### src/rtl/spi_adc_poller_if.sv
// spi_adc_poller_if: the poller's byte-level SPI master link, its chip
// select and its published result, bundled as one interface.
//   master : the poller (drives TX byte/strobe, CS_n and the sample outputs)
//   slave  : whoever sits across from it (SPI byte master + input mapping)
//
// Signals:
//   enable     level, run sweeps
//   tx_byte    byte for the SPI master;   tx_dv     one-cycle strobe
//   tx_ready   SPI master idle
//   rx_byte    byte shifted in from MISO; rx_dv     one-cycle strobe
//   spi_cs_n   ADC chip select, active low
//   sample     10-bit result; sample_ch its channel; sample_dv strobe
//   busy       transaction in progress or CS_n low
interface spi_adc_poller_if;
  logic       enable;
  logic [7:0] tx_byte;
  logic       tx_dv;
  logic       tx_ready;
  logic       rx_dv;
  logic [7:0] rx_byte;
  logic       spi_cs_n;
  logic [9:0] sample;
  logic [2:0] sample_ch;
  logic       sample_dv;
  logic       busy;

  modport master (
    input  enable, tx_ready, rx_dv, rx_byte,
    output tx_byte, tx_dv, spi_cs_n, sample, sample_ch, sample_dv, busy
  );

  modport slave (
    output enable, tx_ready, rx_dv, rx_byte,
    input  tx_byte, tx_dv, spi_cs_n, sample, sample_ch, sample_dv, busy
  );
endinterface

### src/rtl/spi_adc_poller.sv
// spi_adc_poller: sweeps channels 0..c_NUM_CHANNELS-1 of an MCP3008-class
// 10-bit ADC through an SPI byte master. Each conversion is a 3-byte frame
// (0x01, {1,ch,0000}, 0x00) under one CS_n low window; the result
// {rx2[1:0], rx3} is published with its channel as a one-cycle strobe.
//
// Ports:
//   clk   system clock (same domain as the SPI byte master)
//   rst   asynchronous active-high reset; aborts any frame, CS_n rises at once
//   bus   spi_adc_poller_if.master (see interface file for signal list)
//
// Optional feature (macro SPI_ADC_POLLER_AVG_EN): each channel is converted
// 4 times back to back, summed in 12 bits, and sum[11:2] is published once.
module spi_adc_poller #(
  parameter int c_NUM_CHANNELS = 2,
  parameter int c_POLL_CLKS    = 50000,
  parameter int c_CS_GAP_CLKS  = 4
) (
  input  logic              clk,
  input  logic              rst,
  spi_adc_poller_if.master  bus
);

  localparam logic [2:0] S_IDLE      = 3'd0;
  localparam logic [2:0] S_CS_SETUP  = 3'd1;
  localparam logic [2:0] S_SEND      = 3'd2;
  localparam logic [2:0] S_WAIT_RX   = 3'd3;
  localparam logic [2:0] S_CS_HOLD   = 3'd4;
  localparam logic [2:0] S_PUBLISH   = 3'd5;
  localparam logic [2:0] S_CS_GAP    = 3'd6;
  localparam logic [2:0] S_POLL_WAIT = 3'd7;

  localparam logic [2:0]  LAST_CH   = 3'(c_NUM_CHANNELS - 1);
  localparam logic [31:0] GAP_LAST  = 32'(c_CS_GAP_CLKS - 1);
  localparam logic [31:0] SETUP_END = 32'(c_CS_GAP_CLKS);
  localparam logic [31:0] POLL_LAST = 32'(c_POLL_CLKS - 1);

  logic [2:0]  state;
  logic [31:0] cnt;
  logic [2:0]  ch;
  logic [1:0]  idx;
  logic [1:0]  res_hi;
  logic        cs_n;
  logic [9:0]  sample;
  logic [2:0]  sample_ch;
  logic        sample_dv;
  logic [7:0]  byte_sel;
  logic [9:0]  res_new;
  logic        group_done;

  assign res_new = {res_hi, bus.rx_byte};

`ifdef SPI_ADC_POLLER_AVG_EN
  logic [1:0]  rep;
  logic [11:0] acc;
  assign group_done = (rep == 2'd3);
`else
  logic [9:0]  res;
  assign group_done = 1'b1;
`endif

  always_comb begin
    byte_sel = 8'h00;
    case (idx)
      2'd0:    byte_sel = 8'h01;
      2'd1:    byte_sel = {1'b1, ch, 4'b0000};
      default: byte_sel = 8'h00;
    endcase
  end

  // Strobe is combinational so it goes out in the very cycle TX ready is seen.
  assign bus.tx_dv     = (state == S_SEND) && bus.tx_ready && !cs_n;
  assign bus.tx_byte   = (state == S_SEND) ? byte_sel : 8'h00;
  assign bus.spi_cs_n  = cs_n;
  assign bus.sample    = sample;
  assign bus.sample_ch = sample_ch;
  assign bus.sample_dv = sample_dv;
  assign bus.busy      = (state != S_IDLE) && (state != S_POLL_WAIT);

  always_ff @(posedge clk or posedge rst) begin
    if (rst) begin
      state     <= S_IDLE;
      cnt       <= '0;
      ch        <= '0;
      idx       <= '0;
      res_hi    <= '0;
      cs_n      <= 1'b1;
      sample    <= '0;
      sample_ch <= '0;
      sample_dv <= 1'b0;
`ifdef SPI_ADC_POLLER_AVG_EN
      rep       <= '0;
      acc       <= '0;
`else
      res       <= '0;
`endif
    end else begin
      sample_dv <= 1'b0;
      case (state)
        S_IDLE: begin
          if (bus.enable) begin
            ch    <= '0;
            cnt   <= '0;
            cs_n  <= 1'b0;
            state <= S_CS_SETUP;
`ifdef SPI_ADC_POLLER_AVG_EN
            rep   <= '0;
`endif
          end
        end
        // Counts 0..G: CS_n is low G+1 clocks before the first strobe.
        S_CS_SETUP: begin
          if (cnt == SETUP_END) begin
            cnt   <= '0;
            idx   <= '0;
            state <= S_SEND;
          end else begin
            cnt <= cnt + 32'd1;
          end
        end
        S_SEND: begin
          if (bus.tx_ready) state <= S_WAIT_RX;
        end
        S_WAIT_RX: begin
          if (bus.rx_dv) begin
            if (idx == 2'd1) res_hi <= bus.rx_byte[1:0];
            if (idx == 2'd2) begin
`ifdef SPI_ADC_POLLER_AVG_EN
              acc <= ((rep == 2'd0) ? 12'd0 : acc) + 12'(res_new);
`else
              res <= res_new;
`endif
              cnt   <= '0;
              state <= S_CS_HOLD;
            end else begin
              idx   <= idx + 2'd1;
              state <= S_SEND;
            end
          end
        end
        S_CS_HOLD: begin
          if (cnt == GAP_LAST) begin
            cnt  <= '0;
            cs_n <= 1'b1;
            if (group_done) begin
`ifdef SPI_ADC_POLLER_AVG_EN
              sample <= acc[11:2];
`else
              sample <= res;
`endif
              sample_ch <= ch;
              sample_dv <= 1'b1;
              state     <= S_PUBLISH;
            end else begin
`ifdef SPI_ADC_POLLER_AVG_EN
              rep <= rep + 2'd1;
`endif
              // more conversions of this channel: enable is not consulted
              state <= S_CS_GAP;
            end
          end else begin
            cnt <= cnt + 32'd1;
          end
        end
        S_PUBLISH: begin
          cnt <= '0;
`ifdef SPI_ADC_POLLER_AVG_EN
          rep <= '0;
`endif
          if (ch == LAST_CH) begin
            ch    <= '0;
            state <= S_POLL_WAIT;
          end else if (bus.enable) begin
            ch    <= ch + 3'd1;
            state <= S_CS_GAP;
          end else begin
            ch    <= '0;
            state <= S_IDLE;
          end
        end
        S_CS_GAP: begin
          if (cnt == GAP_LAST) begin
            cnt   <= '0;
            cs_n  <= 1'b0;
            state <= S_CS_SETUP;
          end else begin
            cnt <= cnt + 32'd1;
          end
        end
        S_POLL_WAIT: begin
          if (!bus.enable) begin
            cnt   <= '0;
            state <= S_IDLE;
          end else if (cnt == POLL_LAST) begin
            cnt   <= '0;
            cs_n  <= 1'b0;
            state <= S_CS_SETUP;
          end else begin
            cnt <= cnt + 32'd1;
          end
        end
        default: state <= S_IDLE;
      endcase
    end
  end

endmodule

### src/flat_wrapper.sv
// flat-port wrapper written by rule: the top's interface ports become plain ports
module spi_adc_poller_flat 
#(
  parameter int c_NUM_CHANNELS = 2,
  parameter int c_POLL_CLKS    = 50000,
  parameter int c_CS_GAP_CLKS  = 4
)
  (clk, rst, bus_enable, bus_tx_ready, bus_rx_dv, bus_rx_byte, bus_tx_byte, bus_tx_dv, bus_spi_cs_n, bus_sample, bus_sample_ch, bus_sample_dv, bus_busy);
  spi_adc_poller_if bus_i ();
  input  logic clk;
  input  logic rst;
  input wire logic [$bits(bus_i.enable)-1:0] bus_enable;
  input wire logic [$bits(bus_i.tx_ready)-1:0] bus_tx_ready;
  input wire logic [$bits(bus_i.rx_dv)-1:0] bus_rx_dv;
  input wire logic [$bits(bus_i.rx_byte)-1:0] bus_rx_byte;
  output wire logic [$bits(bus_i.tx_byte)-1:0] bus_tx_byte;
  output wire logic [$bits(bus_i.tx_dv)-1:0] bus_tx_dv;
  output wire logic [$bits(bus_i.spi_cs_n)-1:0] bus_spi_cs_n;
  output wire logic [$bits(bus_i.sample)-1:0] bus_sample;
  output wire logic [$bits(bus_i.sample_ch)-1:0] bus_sample_ch;
  output wire logic [$bits(bus_i.sample_dv)-1:0] bus_sample_dv;
  output wire logic [$bits(bus_i.busy)-1:0] bus_busy;
  assign bus_i.enable = bus_enable;
  assign bus_i.tx_ready = bus_tx_ready;
  assign bus_i.rx_dv = bus_rx_dv;
  assign bus_i.rx_byte = bus_rx_byte;
  assign bus_tx_byte = bus_i.tx_byte;
  assign bus_tx_dv = bus_i.tx_dv;
  assign bus_spi_cs_n = bus_i.spi_cs_n;
  assign bus_sample = bus_i.sample;
  assign bus_sample_ch = bus_i.sample_ch;
  assign bus_sample_dv = bus_i.sample_dv;
  assign bus_busy = bus_i.busy;
  spi_adc_poller #(.c_NUM_CHANNELS(c_NUM_CHANNELS), .c_POLL_CLKS(c_POLL_CLKS), .c_CS_GAP_CLKS(c_CS_GAP_CLKS)) u_core (.clk(clk), .rst(rst), .bus(bus_i));
endmodule
### config.mk
export PLATFORM = sky130hd
export DESIGN_NAME = spi_adc_poller_flat
export DESIGN_NICKNAME = d
export VERILOG_FILES = /design/src/rtl/spi_adc_poller_if.sv /design/src/rtl/spi_adc_poller.sv /design/src/flat_wrapper.sv
export SDC_FILE = /design/constraint.sdc
export NUM_CORES = 1
export LEC_CHECK = 0
export CAP_MARGIN = 20
export CORE_ASPECT_RATIO = 0.8
export CORE_MARGIN = 2
export CORE_UTILIZATION = 30
export DETAILED_ROUTE_END_ITERATION = 8
export PLACE_DENSITY_LB_ADDON = 0.08
export SETUP_SLACK_MARGIN = 0.2
export SYNTH_ARGS = -nofsm -noshare
export SYNTH_HDL_FRONTEND = slang
export SYNTH_SLANG_ARGS = --single-unit
### constraint.sdc
create_clock -name clk -period 3.45 [get_ports clk]
set_input_delay 0.345 -clock clk [delete_from_list [all_inputs] [get_ports clk]]
set_output_delay 0.345 -clock clk [all_outputs]
set_load 0.1 [all_outputs]
==> impl_metrics.yaml, run 1 <==
sta:
  rsz0062_at_grt: "false"
  max_freq_ghz: 0.3774
  worst_hold_slack_ns: 0.3780
  finalHoldViolCount: 0
  fin_crit_ns: 2.650
  setup_viol: 0
  tns_ns: 0
  drv_slew: 0
  slew_headroom_pct: 35.30
  timing.final.crit_share_pct: 76.80
  tightest_slew_ns: 0.9675
  finClkSkew_ns: 0.004830
logic_synthesis:
  synthCells: 364
  synthFlopType: "dfrtp_1"
  ys_ff_latch: 67
  syn-cell-area_um2: 3595
  yosys.cell_count.top_type: "dfrtp_1"
  synth.largest_area_cell: "dfrtp_1"
  synth_area_per_cell_um2: 9.876
  ys_async_sr_fraction_pct: 100.0
  seq_area_frac_synth_pct: 46.68
  synth_common_cells: "dfrtp_1 (66), nand2_1 (34), nor2_1 (26)"
  synth_top_area_share_pct: 45.95
  synth_edf_count: 0
  synth_cell_types: 54
  yosysWarnings: 0
  yosys-top-cells-area: "dfrtp_1 (46%), mux2_2 (5.0%), mux2_4 (3.8%)"
cts:
  holdBufCountCts: 0
  clk_latency_ns: 0.33
  root_buffer: "clkbuf_16"
  post_cts_buffers: 0
  cts_max_level: 3
  cts_buffers: 9
  ctsResizeCount: 0
  path_clk_slew_ns: 0.06
  ctsLongestPathBuffers: 2
  cts.sinks: 67
  cts_tree: "done"
floorplan:
  core-area_um2: 11600
  fp.dieH_um: 101.9
  rows: 35
  initial_core_util_pct: 30.98
  die-area_um2: 12880
  die_x_um: 126.4
  ios: 38
global_routing:
  antenna_found_initial: 0
  grt_pass1_vias: 2694
  grt_pass1_wl_um: 14190
  grt_use_met1_pct: 20.50
  use_met2_pct: 19.91
  use_met3_pct: 3.665
  grt_max_degree: 44
  overflow: 0
  grt.busiest_layer: "met1"
  grtUsageTotal_pct: 13.99
routing:
  first_pass_iters: 4
  wirelength_um: 8276
  ant_nets: 0
  wl_per_cell_um: 15.02
  drc: 0
  routed_via_density: 5.027
  detailedRoute.firstIterationViolations: 192
  num_vias: 2770
critical_path:
  r2r_slack_ns: 0.80
  critPathMaxStageDelay_ns: 0.59
  critPathMaxFanout: 14
  reg2reg_from: "u_core.cnt[10]$_DFFE_PP0P_"
  worstSetupStartpointType: "flip-flop"
  cp-endpoint: "u_core.bus.sample[0]$_DFFE_PP0P_"
  r2r_end: "u_core.bus.sample[0]$_DFFE_PP0P_"
  cp-end-kind: "flip-flop"
  path_buf_inv: 0
  worstPathArrival_ns: 2.86
  path_depth: 5
  crit_start: "u_core.cnt[10]$_DFFE_PP0P_"
  crit_required_ns: 3.66
  ff2ff_path_depth: 5
  cp_cell_sequence: "nor4_1 > nand4_1 > or2_2 > or4_4 > mux2_4"
  critPathSlowestCell: "or4_4"
  path_class: "flip-flop to flip-flop"
  cp_top_family: "simple AND/OR/NAND/NOR gates"
outcome:
  status: "finished, final reports clean"
place:
  place.gp.congestion: 0.7285
  dpl.hpwl_um: 5652
  io_buffers: 34
cells_and_area:
  fin_nets: 418
  insertedDiodeCount: 0
  area_delta_synth_final_pct: 20.12
  drive_gt1_share_pct: 17.37
power_and_ir_drop:
  peakVddDrop_mv: 0.2547
  power.leakage_uw: 0.001887
  p_per_area_nw_per_um2: 673.5
run:
  cap_violations: 0
hold_path:
  hold_class: "input pin to async pin"
==> worst min path at each step <==
stage	end	slack, ns	cells past startpoint
finish	u_core.res[3]$_DFFE_PP0P_	0.38	3
detailed placement	u_core.bus.sample[1]$_DFFE_PP0P_	0.49	1
global placement	u_core.res[8]$_DFFE_PP0P_	0.48	1
CTS	u_core.res[3]$_DFFE_PP0P_	0.38	3
floorplan	u_core.res[9]$_DFFE_PP0P_	0.47	1
global route	u_core.res[4]$_DFFE_PP0P_	0.41	3
==> tightest hold or removal path, delay by kind of cell <==
| family | cells | cell delay [ns] |
|---|---|---|
| buffers and inverters | 3 | 0.77 |
==> power by group <==
part / switching (uW) / internal [uW]
Clock: 366 / 489
Sequential: 125 / 925
Combinational: 677 / 326
==> final cells by class <==
| class | instances | area (um^2) |
|---|---|---|
| fill | 1166 | 7287 |
| clock buffer | 9 | 225.2 |
| tap | 148 | 185.2 |
| inverter | 15 | 56.30 |
| timing repair buffer | 40 | 367.9 |
| sequential | 67 | 1678 |
| multi-input combinational | 265 | 1750 |
| clock inverter | 7 | 55.05 |
==> stage by stage <==
step           total power, uW  setup slack (ns)  utilization (%)  instances  instance area [um^2]
2_1_floorplan             1827            0.5249                -        366                  3602
3_3_place_gp              2063            0.6603            34.73        534                  4030
3_5_place_dp              2075            0.6413            34.73        534                  4030
4_1_cts                   2948            0.7785            37.14        550                  4310
5_1_grt                   3096            0.6999            37.21        551                  4318
6_report                  2908            0.8004            37.21        551                  4318
==> flip-flops by register name, summed over array words and instances, names as in the netlist <==
register and count:
u_core.bus.spi_cs_n 1, u_core.bus.sample 10, u_core.res_hi 2, u_core.ch 3
u_core.cnt 32, u_core.res 10, u_core.state 3, u_core.idx 2
u_core.bus.sample_ch 3, u_core.bus.sample_dv 1
==> cells in the final DEF, fill, tap and decap left out, types with 2 or more instances in the layout <==
master | synthesis | final
clkbuf_16 | 0 | 9
clkdlybuf4s50_1 | 0 | 27
mux2_4 | 9 | 9
o211ai_1 | 4 | 4
buf_4 | 3 | 13
dfrtp_1 | 66 | 66
ha_1 | 7 | 7
nor2b_1 | 2 | 2
or4_4 | 2 | 2
nor4_1 | 9 | 9
nand4_1 | 12 | 12
nand3_1 | 16 | 16
nand2_1 | 34 | 34
and3_1 | 4 | 4
and2_1 | 6 | 6
o2111ai_1 | 2 | 2
o31ai_1 | 4 | 4
conb_1 | 1 | 3
o22ai_1 | 3 | 3
o21ai_0 | 22 | 22
mux2_2 | 16 | 16
clkinv_4 | 0 | 4
or4_1 | 4 | 4
or3_1 | 14 | 14
clkinvlp_4 | 0 | 2
a21oi_1 | 22 | 22
or2_2 | 4 | 4
nand2b_1 | 2 | 2
o22a_1 | 2 | 2
xor2_1 | 10 | 10
nor2_1 | 26 | 26
nor3_1 | 6 | 6
inv_1 | 15 | 14
==> routing by layer <==
layer	part of all wire, %	up-vias	wire length (um)
li1	-	1375	-
met2	41	53	3430
met1	53	1330	4411
met3	3.6	12	298
met4	1.6	0	136
met5	0	-	0
==> cell families (layout without fill, tap and decap cells) <==
group | after synthesis | in the layout | synth area share, %
xor+xnor | 11 | 11 | 2.680
buf+inv | 34 | 71 | 4.838
other cells | 1 | 3 | 0.1043
fa+ha+maj | 7 | 7 | 2.436
compound gates | 67 | 67 | 11.49
mux | 26 | 26 | 9.050
simple gates | 151 | 151 | 22.73
flops | 67 | 67 | 46.68
Power figures use the tool's default switching activity.
==> run 2, diff against run 1 <==
- clock period: 3.45 -> 2.6 ns (I/O delays scaled with it)
==> impl_metrics.yaml, run 2 (synthesized netlist as in run 1, its figures left out) <==
floorplan:
  die-area_um2: 12880
  rows: 35
  fp.dieH_um: 101.9
  core-area_um2: 11600
  die_x_um: 126.4
  ios: 38
  initial_core_util_pct: 30.98
cells_and_area:
  top_regs: "u_core.cnt: 32 flops, u_core.bus.sample: 10 flops, u_core.res: 10 flops"
  stdcell_area_um2: 4593
  final_cell_mix: "dfrtp_1 (64), buf_4 (47), nand2_1 (34)"
  insertedDiodeCount: 0
  stdcell_count: 575
  area_delta_synth_final_pct: 27.78
  top_register: "u_core.cnt"
  drive_gt1_share_pct: 29.51
  mostFrequentLayoutCell: "dfrtp_1"
  largest_register_ffs: 32
  fin_nets: 442
place:
  place_area_um2: 4212
  placed_cells: 555
  io_buffers: 34
  dpl.hpwl_um: 6396
  place.gp.congestion: 0.7891
critical_path:
  r2r_end: "u_core.cnt[7]$_DFFE_PP0P_"
  ff2ff_path_depth: 7
  path_depth: 7
  r2r_slack_ns: 0.26
  worstSetupStartpointType: "flip-flop"
  path_buf_inv: 2
  cp-end-kind: "flip-flop"
  crit_required_ns: 2.81
  crit_start: "u_core.cnt[9]$_DFFE_PP0P_"
  reg2reg_from: "u_core.cnt[9]$_DFFE_PP0P_"
  critPathMaxStageDelay_ns: 0.57
  critPathSlowestCell: "or4_4"
  cp_cell_sequence: "or4_4 > o41ai_4 > nand3_1 > buf_4 > nor3_4 > buf_12 > nor2_1"
  cp_top_family: "simple AND/OR/NAND/NOR gates"
  worstPathArrival_ns: 2.55
  path_class: "flip-flop to flip-flop"
  critPathMaxFanout: 26
  cp-endpoint: "u_core.cnt[7]$_DFFE_PP0P_"
cts:
  holdBufCountCts: 0
  clk_latency_ns: 0.33
  cts_max_level: 3
  cts_buffers: 9
  path_clk_slew_ns: 0.06
  cts_tree: "done"
  cts.sinks: 67
  ctsLongestPathBuffers: 2
  root_buffer: "clkbuf_16"
sta:
  worst_hold_slack_ns: 0.2630
  fin_crit_ns: 2.341
  rsz0062_at_grt: "true"
  setup_viol: 0
  drv_slew: 0
  finalHoldViolCount: 0
  max_freq_ghz: 0.4272
  tns_ns: 0
  slew_headroom_pct: 63.39
  finClkSkew_ns: 0.007758
  timing.final.crit_share_pct: 90.03
  tightest_slew_ns: 0.5480
routing:
  first_pass_iters: 4
  num_vias: 2899
  drc: 0
  routed_via_density: 5.042
  detailedRoute.firstIterationViolations: 182
  wl_per_cell_um: 16.06
  ant_nets: 0
  wirelength_um: 9232
hold_path:
  hold_class: "input pin to async pin"
global_routing:
  use_met2_pct: 20.77
  use_met3_pct: 4.346
  grt_use_met1_pct: 22.67
  grt_max_degree: 36
  grtUsageTotal_pct: 15.09
  grt.busiest_layer: "met1"
  antenna_found_initial: 0
  grt_pass1_vias: 2808
  grt_pass1_wl_um: 15010
  overflow: 0
outcome:
  status: "finished, final reports clean"
power_and_ir_drop:
  peakVddDrop_mv: 0.3983
  power.leakage_uw: 0.002071
  p_per_area_nw_per_um2: 873.2
  total_power_uw: 4011
run:
  cap_violations: 0
-- run 2: changes by cell type in the layout (fill, tap and decap cells not counted), sizes merged --
| cell | change |
|---|---|
| buf | +38 |
| clkdlybuf4s50 | -15 |
| clkinv | +1 |
| clkinvlp | -1 |
| or4 | +1 |
-- run 2: area by class of cell --
cell class | instances | area [um^2]
Clock inverter | 7 | 45.04
Multi-Input combinational cell | 266 | 1848
Fill cell | 1131 | 7012
Inverter | 15 | 56.30
Tap cell | 148 | 185.2
Clock buffer | 9 | 225.2
Sequential cell | 67 | 1680
Timing Repair Buffer | 63 | 553.0
-- run 2: timing repair --
| item | in CTS | in global routing |
|---|---|---|
| pin swaps | 2 | 11 |
| cloned | 1 | 0 |
| setup endpoints to repair | 15 | 39 |
| setup buffers | 0 | 3 |
| gates resized for setup | 5 | 10 |
-- run 2: power breakdown --
group | total, uW | leakage (uW) | internal (uW) | switching (uW)
registers | 1400 | 0.000897 | 1230 | 170
logic | 1500 | 0.00104 | 533 | 968
clock network | 1110 | 0.000135 | 641 | 469
total | 4010 | 0.00207 | 2400 | 1610
-- run 2: how the worst min path moves through the flow --
stage / from / to / slack (ns) / depth (start not counted)
finish: rst / u_core.res[6]$_DFFE_PP0P_ / 0.26 / 2
global route: rst / u_core.res[6]$_DFFE_PP0P_ / 0.29 / 2
floorplan: bus_rx_byte[0] / u_core.res_hi[0]$_DFFE_PP0P_ / 0.41 / 1
CTS: rst / u_core.res[3]$_DFFE_PP0P_ / 0.27 / 2
detailed placement: u_core.res[7]$_DFFE_PP0P_ / u_core.bus.sample[7]$_DFFE_PP0P_ / 0.49 / 1
global placement: u_core.res[8]$_DFFE_PP0P_ / u_core.bus.sample[8]$_DFFE_PP0P_ / 0.48 / 1
-- run 2: through the flow --
step | util, % | setup WS (ns)
after floorplan | - | 0.2143
after CTS | 38.92 | 0.2071
final | 39.58 | 0.2593
after global placement | 36.29 | 0.1740
after detailed placement | 36.29 | 0.1595
after global routing | 39.58 | 0.1818
-- run 2: per-layer routing --
metal	vias up	share of wire [%]
li1	1427	-
met1	1400	54
met2	62	41
met3	10	3.9
met4	0	1.6
met5	-	0
